`src/rtl/sys_ctrl_pkg.sv`:
```
// Shared definitions for the second-generation system controller:
// command opcodes, FSM state encodings and operand register addresses.
package sys_ctrl_pkg;

   localparam logic [7:0] CMD_WR      = 8'hAA;
   localparam logic [7:0] CMD_RD      = 8'hBB;
   localparam logic [7:0] CMD_ALU_OP  = 8'hCC;
   localparam logic [7:0] CMD_ALU_NOP = 8'hDD;

   localparam int unsigned REG_OPA = 0;
   localparam int unsigned REG_OPB = 1;

   typedef enum logic [3:0] {
      CMD_IDLE,
      CMD_WR_ADDR,
      CMD_WR_DATA,
      CMD_RD_ADDR,
      CMD_RD_WAIT,
      CMD_OP_A,
      CMD_OP_B,
      CMD_FUN,
      CMD_ALU_WAIT,
      CMD_PUSH
   } cmd_state_t;

   typedef enum logic [1:0] {
      TX_IDLE,
      TX_SEND,
      TX_WAIT_BUSY,
      TX_WAIT_DONE
   } tx_state_t;

endpackage

```
`src/rtl/sys_ctrl_resp_fifo.sv`:
```
// Response byte FIFO. Pointers carry one extra wrap bit so that full and
// empty are distinguishable. Writes while full and reads while empty are
// ignored; a simultaneous read and write is fine whenever not full.
module sys_ctrl_resp_fifo #(
   parameter int BusWidth  = 8,
   parameter int RespDepth = 8
) (
   input  logic                clk_sys,
   input  logic                rst_b,
   input  logic                wr_en,
   input  logic [BusWidth-1:0] wr_data,
   input  logic                rd_en,
   output logic [BusWidth-1:0] rd_data,
   output logic                full,
   output logic                empty
);

   localparam int PW = $clog2(RespDepth);

   logic [PW:0]         wr_ptr;
   logic [PW:0]         rd_ptr;
   logic [BusWidth-1:0] mem [RespDepth];

   assign empty   = (wr_ptr == rd_ptr);
   assign full    = (wr_ptr[PW] != rd_ptr[PW]) && (wr_ptr[PW-1:0] == rd_ptr[PW-1:0]);
   assign rd_data = mem[rd_ptr[PW-1:0]];

   // storage array; contents need no reset since the pointers define validity
   always_ff @(posedge clk_sys) begin
      if (wr_en && !full) begin
         mem[wr_ptr[PW-1:0]] <= wr_data;
      end
   end

   // read/write pointer advance
   always_ff @(posedge clk_sys or negedge rst_b) begin
      if (!rst_b) begin
         wr_ptr <= '0;
         rd_ptr <= '0;
      end else begin
         if (wr_en && !full) begin
            wr_ptr <= wr_ptr + 1'b1;
         end
         if (rd_en && !empty) begin
            rd_ptr <= rd_ptr + 1'b1;
         end
      end
   end

endmodule

```
`src/rtl/sys_ctrl_gen2.sv`:
```
// System controller between UART RX/TX, register file and ALU.
// Command FSM decodes UART frames; responses are queued in a byte FIFO and
// drained to the UART transmitter by a TX FSM under a busy handshake.
// Optional build macro SYS_CTRL_RESP_TIMEOUT_EN bounds the response waits
// (RD_WAIT, ALU_WAIT, TX WAIT_BUSY) to TimeoutCycles cycles.
//
// CMD FSM
//   state     | meaning
//   IDLE      | waiting for opcode byte
//   WR_ADDR   | waiting for write address byte
//   WR_DATA   | waiting for write data byte
//   RD_ADDR   | waiting for read address byte
//   RD_WAIT   | waiting for RdData_Valid
//   OP_A      | waiting for operand A byte (written to REG_OPA)
//   OP_B      | waiting for operand B byte (written to REG_OPB)
//   FUN       | waiting for ALU function byte
//   ALU_WAIT  | waiting for ALU_Valid
//   PUSH      | pushing ALU result bytes, LSB first
//
// TX FSM
//   state     | meaning
//   IDLE      | waiting for FIFO data and idle transmitter
//   SEND      | strobe FIFO head to transmitter, pop it
//   WAIT_BUSY | waiting for transmitter to go busy
//   WAIT_DONE | waiting for transmitter to finish
module sys_ctrl_gen2
   import sys_ctrl_pkg::*;
#(
   parameter int BusWidth      = 8,
   parameter int AddWidth      = 4,
   parameter int FuncWidth     = 4,
   parameter int AluOutWidth   = 16,
   parameter int RespDepth     = 8,
   parameter int TimeoutCycles = 255
) (
   input  logic                   CLK,
   input  logic                   RST,
   input  logic [BusWidth-1:0]    RX_P_Data,
   input  logic                   RX_D_VLD,
   input  logic [BusWidth-1:0]    RdData,
   input  logic                   RdData_Valid,
   input  logic [AluOutWidth-1:0] ALU_OUT,
   input  logic                   ALU_Valid,
   input  logic                   TX_Busy,
   output logic                   ALU_EN,
   output logic [FuncWidth-1:0]   ALU_FUN,
   output logic [AddWidth-1:0]    Address,
   output logic                   WrEn,
   output logic                   RdEn,
   output logic [BusWidth-1:0]    WrData,
   output logic [BusWidth-1:0]    TX_P_Data,
   output logic                   TX_D_VLD,
   output logic                   Frame_Err,
   output logic                   Resp_Ovf
);

   localparam int NBytes = AluOutWidth / BusWidth;
   localparam int BCW    = (NBytes > 1) ? $clog2(NBytes) : 1;

   if ((AluOutWidth % BusWidth) != 0) begin : g_chk_alu_width
      $error("AluOutWidth must be a multiple of BusWidth");
   end
   if ((RespDepth < 2) || ((RespDepth & (RespDepth - 1)) != 0) || (RespDepth < NBytes)) begin : g_chk_depth
      $error("RespDepth must be a power of 2, at least 2 and at least AluOutWidth/BusWidth");
   end
   if ((AddWidth > BusWidth) || (FuncWidth > BusWidth)) begin : g_chk_fields
      $error("AddWidth and FuncWidth must not exceed BusWidth");
   end
   if (TimeoutCycles < 1) begin : g_chk_timeout
      $error("TimeoutCycles must be at least 1");
   end

   cmd_state_t cmd_state, cmd_next;
   tx_state_t  tx_state, tx_next;

   logic                   wr_en_d, rd_en_d, alu_en_d, ferr_d;
   logic [AddWidth-1:0]    addr_d;
   logic [BusWidth-1:0]    wdata_d;
   logic [FuncWidth-1:0]   fun_d;
   logic                   push_req;
   logic [BusWidth-1:0]    push_data;
   logic                   alu_ld, alu_shift;
   logic [AluOutWidth-1:0] alu_res;
   logic [BCW-1:0]         byte_cnt;

   logic                   fifo_full, fifo_empty, fifo_pop;
   logic [BusWidth-1:0]    fifo_head;
   logic                   tx_load;

   logic                   cmd_tmo, tx_tmo;

`ifdef SYS_CTRL_RESP_TIMEOUT_EN
   localparam int TW = $clog2(TimeoutCycles + 1);

   logic [TW-1:0] cmd_tmr;
   logic [TW-1:0] tx_tmr;
   logic          cmd_in_wait;

   assign cmd_in_wait = (cmd_state == CMD_RD_WAIT) || (cmd_state == CMD_ALU_WAIT);
   assign cmd_tmo     = cmd_in_wait && (cmd_tmr == '0);
   assign tx_tmo      = (tx_state == TX_WAIT_BUSY) && (tx_tmr == '0);

   // response-wait down-counters: preload outside the wait, count down inside;
   // terminal count is reached on the TimeoutCycles-th cycle of the wait
   always_ff @(posedge CLK or negedge RST) begin
      if (!RST) begin
         cmd_tmr <= TW'(TimeoutCycles - 1);
         tx_tmr  <= TW'(TimeoutCycles - 1);
      end else begin
         if (!cmd_in_wait) begin
            cmd_tmr <= TW'(TimeoutCycles - 1);
         end else if (cmd_tmr != '0) begin
            cmd_tmr <= cmd_tmr - TW'(1);
         end
         if (tx_state != TX_WAIT_BUSY) begin
            tx_tmr <= TW'(TimeoutCycles - 1);
         end else if (tx_tmr != '0) begin
            tx_tmr <= tx_tmr - TW'(1);
         end
      end
   end
`else
   assign cmd_tmo = 1'b0;
   assign tx_tmo  = 1'b0;
`endif

   sys_ctrl_resp_fifo #(
      .BusWidth  (BusWidth),
      .RespDepth (RespDepth)
   ) u_resp_fifo (
      .clk_sys (CLK),
      .rst_b   (RST),
      .wr_en   (push_req),
      .wr_data (push_data),
      .rd_en   (fifo_pop),
      .rd_data (fifo_head),
      .full    (fifo_full),
      .empty   (fifo_empty)
   );

   // command FSM state and registered register-file / ALU strobes
   always_ff @(posedge CLK or negedge RST) begin
      if (!RST) begin
         cmd_state <= CMD_IDLE;
         WrEn      <= 1'b0;
         RdEn      <= 1'b0;
         ALU_EN    <= 1'b0;
         Frame_Err <= 1'b0;
         Address   <= '0;
         WrData    <= '0;
         ALU_FUN   <= '0;
         Resp_Ovf  <= 1'b0;
      end else begin
         cmd_state <= cmd_next;
         WrEn      <= wr_en_d;
         RdEn      <= rd_en_d;
         ALU_EN    <= alu_en_d;
         Frame_Err <= ferr_d;
         Address   <= addr_d;
         WrData    <= wdata_d;
         ALU_FUN   <= fun_d;
         if (push_req && fifo_full) begin
            Resp_Ovf <= 1'b1;
         end
      end
   end

   // ALU result capture and byte serialisation for the PUSH state
   always_ff @(posedge CLK or negedge RST) begin
      if (!RST) begin
         alu_res  <= '0;
         byte_cnt <= '0;
      end else if (alu_ld) begin
         alu_res  <= ALU_OUT;
         byte_cnt <= '0;
      end else if (alu_shift) begin
         alu_res  <= alu_res >> BusWidth;
         byte_cnt <= byte_cnt + 1'b1;
      end
   end

   // command FSM next-state and strobe decode
   always_comb begin
      cmd_next  = cmd_state;
      wr_en_d   = 1'b0;
      rd_en_d   = 1'b0;
      alu_en_d  = 1'b0;
      ferr_d    = 1'b0;
      addr_d    = Address;
      wdata_d   = WrData;
      fun_d     = ALU_FUN;
      push_req  = 1'b0;
      push_data = RdData;
      alu_ld    = 1'b0;
      alu_shift = 1'b0;
      case (cmd_state)
         CMD_IDLE: begin
            if (RX_D_VLD) begin
               if (RX_P_Data == BusWidth'(CMD_WR)) begin
                  cmd_next = CMD_WR_ADDR;
               end else if (RX_P_Data == BusWidth'(CMD_RD)) begin
                  cmd_next = CMD_RD_ADDR;
               end else if (RX_P_Data == BusWidth'(CMD_ALU_OP)) begin
                  cmd_next = CMD_OP_A;
               end else if (RX_P_Data == BusWidth'(CMD_ALU_NOP)) begin
                  cmd_next = CMD_FUN;
               end else begin
                  ferr_d = 1'b1;
               end
            end
         end
         CMD_WR_ADDR: begin
            if (RX_D_VLD) begin
               addr_d   = RX_P_Data[AddWidth-1:0];
               cmd_next = CMD_WR_DATA;
            end
         end
         CMD_WR_DATA: begin
            if (RX_D_VLD) begin
               wdata_d  = RX_P_Data;
               wr_en_d  = 1'b1;
               cmd_next = CMD_IDLE;
            end
         end
         CMD_RD_ADDR: begin
            if (RX_D_VLD) begin
               addr_d   = RX_P_Data[AddWidth-1:0];
               rd_en_d  = 1'b1;
               cmd_next = CMD_RD_WAIT;
            end
         end
         CMD_RD_WAIT: begin
            if (RdData_Valid) begin
               push_req  = 1'b1;
               push_data = RdData;
               cmd_next  = CMD_IDLE;
            end else if (cmd_tmo) begin
               ferr_d   = 1'b1;
               cmd_next = CMD_IDLE;
            end
         end
         CMD_OP_A: begin
            if (RX_D_VLD) begin
               addr_d   = AddWidth'(REG_OPA);
               wdata_d  = RX_P_Data;
               wr_en_d  = 1'b1;
               cmd_next = CMD_OP_B;
            end
         end
         CMD_OP_B: begin
            if (RX_D_VLD) begin
               addr_d   = AddWidth'(REG_OPB);
               wdata_d  = RX_P_Data;
               wr_en_d  = 1'b1;
               cmd_next = CMD_FUN;
            end
         end
         CMD_FUN: begin
            if (RX_D_VLD) begin
               fun_d    = RX_P_Data[FuncWidth-1:0];
               alu_en_d = 1'b1;
               cmd_next = CMD_ALU_WAIT;
            end
         end
         CMD_ALU_WAIT: begin
            if (ALU_Valid) begin
               alu_ld   = 1'b1;
               cmd_next = CMD_PUSH;
            end else if (cmd_tmo) begin
               ferr_d   = 1'b1;
               cmd_next = CMD_IDLE;
            end
         end
         CMD_PUSH: begin
            push_req  = 1'b1;
            push_data = alu_res[BusWidth-1:0];
            alu_shift = 1'b1;
            if (byte_cnt == BCW'(NBytes - 1)) begin
               cmd_next = CMD_IDLE;
            end
         end
         default: cmd_next = CMD_IDLE;
      endcase
   end

   // TX FSM state and held transmit byte
   always_ff @(posedge CLK or negedge RST) begin
      if (!RST) begin
         tx_state  <= TX_IDLE;
         TX_P_Data <= '0;
      end else begin
         tx_state <= tx_next;
         if (tx_load) begin
            TX_P_Data <= fifo_head;
         end
      end
   end

   assign TX_D_VLD = (tx_state == TX_SEND);

   // TX FSM next-state; the head byte is latched on IDLE->SEND and popped in SEND
   always_comb begin
      tx_next  = tx_state;
      tx_load  = 1'b0;
      fifo_pop = 1'b0;
      case (tx_state)
         TX_IDLE: begin
            if (!fifo_empty && !TX_Busy) begin
               tx_load = 1'b1;
               tx_next = TX_SEND;
            end
         end
         TX_SEND: begin
            fifo_pop = 1'b1;
            tx_next  = TX_WAIT_BUSY;
         end
         TX_WAIT_BUSY: begin
            if (TX_Busy) begin
               tx_next = TX_WAIT_DONE;
            end else if (tx_tmo) begin
               tx_next = TX_IDLE;
            end
         end
         TX_WAIT_DONE: begin
            if (!TX_Busy) begin
               tx_next = TX_IDLE;
            end
         end
         default: tx_next = TX_IDLE;
      endcase
   end

endmodule
```
`config.mk`:
```
export PLATFORM = sky130hd
export DESIGN_NAME = sys_ctrl_gen2
export DESIGN_NICKNAME = d
export VERILOG_FILES = /design/src/rtl/sys_ctrl_pkg.sv /design/src/rtl/sys_ctrl_resp_fifo.sv /design/src/rtl/sys_ctrl_gen2.sv
export SDC_FILE = /design/constraint.sdc
export NUM_CORES = 1
export LEC_CHECK = 0
export ABC_AREA = 1
export BUFFER_PORTS_ARGS = -buffer_cell sky130_fd_sc_hd__clkbuf_2
export CORE_MARGIN = 3
export CORE_UTILIZATION = 58
export DETAILED_ROUTE_END_ITERATION = 7
export MAX_ROUTING_LAYER = met4
export PLACE_DENSITY = 0.79
export SYNTH_ARGS = -nofsm -noshare
export SYNTH_HDL_FRONTEND = slang
export SYNTH_SLANG_ARGS = --single-unit
```
`constraint.sdc`:
```
create_clock -name CLK -period 2.4 [get_ports CLK]
set_input_delay 0.24 -clock CLK [delete_from_list [all_inputs] [get_ports CLK]]
set_output_delay 0.24 -clock CLK [all_outputs]
set_load 0.01 [all_outputs]
```
==> flow_summary.json <==
{
  "worst_slack_ns": 0.236,
  "cts_tree": "built",
  "yosysUniqueCellTypes": 34,
  "drive_above_1_share_pct": 19.8,
  "fmax_mhz": 462,
  "rsz0062_at_grt": "no",
  "crit_required_ns": 2.54,
  "fin_nets": 718,
  "grt_pass1_wl_mm": 21.3,
  "place_congestion": 0.855,
  "synth-edff-count": 64,
  "yosys.area.top_type_share_pct": 34.6,
  "hp-start": "RX_P_Data[3]",
  "grt.overflow.total": 0,
  "track_usage_pct": 25.6,
  "synth_area_leaders": "edfxtp_1, dfrtp_1, nand2_1, o21ai_0, nor2_1",
  "maxSlewViolCount": 0,
  "syn-cell-area_sq_um": 5560,
  "wirelength_mm": 12.5,
  "n_fill_cell": 629,
  "core_sq_um": 9280,
  "die_height_um": 104,
  "clk_path_buf_depth": 2,
  "rrSetupSlack_ns": 0.24,
  "ys_ff_latch": 124,
  "setup-tns-final_ns": 0,
  "end_kind": "flop",
  "cp_max_fo": 8,
  "wl_per_cell_um": 15.4,
  "cts_htree_levels": 4,
  "vias": 4425,
  "clk_latency_ns": 0.52,
  "ys_seq_area_share_pct": 61.6,
  "dieWidth_um": 104,
  "finalSetupViolations": 0,
  "finalHoldViolCount": 0,
  "vias_per_cell": 5.43,
  "clockPowerShare_pct": 30.8,
  "crit_start": "cmd_state[1]",
  "ios": 68,
  "start_util_pct": 59.9,
  "busiest_layer": "met2",
  "cell_internal_pwr_mw": 5.40,
  "cts-buffers-inserted": 17,
  "start_kind": "flop",
  "p_switching_mw": 3.02,
  "clkTransAtPathRegs_ns": 0.06,
  "period_needed_ns": 2.16,
  "hpwlAfterDp_mm": 8.23,
  "grt_use_met2_pct": 41.1,
  "cts_root_buf": "clkbuf_8",
  "num_rows": 35,
  "max-vdd-ir-drop_v": 0.000719,
  "leakage_nw": 3.12,
  "grt_use_met3_pct": 4.41,
  "syn_avg_cell_area_sq_um": 9.68,
  "maxCapViolCount": 0,
  "slew_headroom_pct": 56.4,
  "use_met1_pct": 32.5,
  "cts-resized-gates": 0,
  "power.density_nw_per_um2": 1220,
  "synth_nets": 619,
  "hold_path_class": "primary input to flop",
  "drc": 0,
  "postRouteAntennaNets": 0,
  "fin_crit_sh_pct": 90.2,
  "r2r-start": "cmd_state[1]",
  "hold_slack_ns": 0.0432,
  "post-place-ws_ns": 0.279,
  "dpl_cell_area_sq_um": 6050,
  "crit_arrival_ns": 2.31,
  "synthFlopType": "edfxtp_1",
  "drt_iter0_drc": 367,
  "async_flop_share_pct": 48.4,
  "grt_pass1_vias": 4384,
  "antenna_found_initial": 0,
  "port_buffers": 67,
  "synth_top_cell_by_area": "edfxtp_1",
  "p_seq_share_pct": 36.3,
  "diodes": 0,
  "grt_start_max_net_pins": 50,
  "status": "complete, no violations",
  "finalInstanceArea_sq_um": 6880,
  "clkSinkCount": 124,
  "yosysWarnings": 0,
  "synthCells": 574,
  "dr.pass1.iters": 6,
  "worstMarginPinSlew_ns": 0.652,
  "switching_share_pct": 35.9,
  "path_class": "flop to flop",
  "combPwrFrac_pct": 32.9,
  "dieArea_sq_um": 10800,
  "clock_skew_ns": 0.0133,
  "area_growth_syn_to_layout_pct": 23.8
}
[cells in the mapped netlist (3+ instances only)]
library cell	number
nor3_2	3
inv_2	9
clkbuf_1	7
nor2_1	66
nand3_1	24
nor2_2	3
edfxtp_1	64
ha_1	7
buf_2	7
nor3_1	4
o211ai_1	8
inv_1	36
nor2_4	4
o21ai_0	58
nand2_1	166
xor2_1	4
dfrtp_1	60
nand2_4	4
o21ai_1	21
[worst max-delay path: stages (launching register included)]
cell and delay, ns:
dfrtp_1 0.47, nor2_2 0.25, nand2_1 0.12, o21ai_4 0.24, nand3_2 0.18, nor2_1 0.52
[power by group through the flow]
| stage | Combinational (mW) | Clock, mW | Sequential [mW] |
|---|---|---|---|
| 4_1_cts | 2.77 | 2.63 | 3.05 |
| 3_3_place_gp | 2.58 | 0 | 3.06 |
| 5_1_grt | 3.15 | 2.73 | 3.12 |
| 6_report | 2.77 | 2.59 | 3.06 |
| 3_5_place_dp | 2.69 | 0 | 3.09 |
| 2_1_floorplan | 1.85 | 0 | 3.10 |
[area by class of cell]
cell class                      instances  area, sq um  area share [%]
Clock inverter                          9          101            1.47
Tap cell                              129          161            2.35
Sequential cell                       124         3420            49.8
Clock buffer                           23          520            7.57
Timing Repair Buffer                   95          611            8.87
Multi-Input combinational cell        389         1890            27.4
Inverter                               46          175            2.55
[what timing repair did]
item | in CTS | in global routing
hold buffers | 21 | 0
setup buffers | 0 | 0
endpoints found under the hold margin | 80 | 0
[worst paths after layout]
check | cells after the start | endpoint
setup / recovery | 5 | u_resp_fifo.mem[4][3]
hold / removal | 3 | Address[3]
setup reg to reg | 5 | u_resp_fifo.mem[4][3]
hold reg to reg | 2 | WrData[7]
max in group asynchronous | 3 | alu_res[9]
min in group asynchronous | 2 | TX_P_Data[0]
[layer usage]
metal,vias up,wire length [um]
li1,2100,-
met3,30,845
met1,2074,5120
met5,-,0
met2,221,6330
met4,0,238
[cell families after synthesis]
| kind of cell | share of synthesized area (%) |
|---|---|
| AO/OA/AOI/OAI | 9.36 |
| XOR/XNOR | 0.945 |
| adder cells (fa/ha/maj) | 1.58 |
| buffers and inverters | 4.46 |
| flip-flops | 61.6 |
| multiplexers | 0.180 |
| AND/OR/NAND/NOR | 21.9 |
[cell usage in the layout, fill, tap and decap left out, types with 3 or more instances in the layout]
cell type and n:
nor2_4 4, nand2_4 4, edfxtp_1 64, nor2_2 3, o21ai_1 21, o211ai_1 8, nor2_1 66, nand2_1 166
o21ai_0 58, dlygate4sd3_1 21, clkinv_2 3, clkbuf_8 3, ha_1 7, xor2_1 4, dfrtp_1 60, buf_4 6
inv_2 9, clkbuf_16 19, inv_1 36, clkbuf_2 67, nor3_1 4, nand3_1 24, nor3_2 3
[registers in the layout, summed over array words and instances, names as in the netlist]
name                cells
ALU_EN                  1
Frame_Err               1
byte_cnt                1
u_resp_fifo.rd_ptr      4
cmd_state               4
tx_state                2
ALU_FUN                 4
Address                 4
u_resp_fifo.mem        64
WrData                  8
alu_res                16
RdEn                    1
Resp_Ovf                1
TX_P_Data               8
u_resp_fifo.wr_ptr      4
WrEn                    1
[stage by stage]
step	cells	total power [mW]	util, %
2_1_floorplan	574	4.95	-
3_3_place_gp	762	5.64	65.1
3_5_place_dp	762	5.77	65.1
4_1_cts	815	8.45	74.1
5_1_grt	815	9.00	74.1
6_report	815	8.42	74.1
No activity file was read; power rests on OpenSTA's default activity.
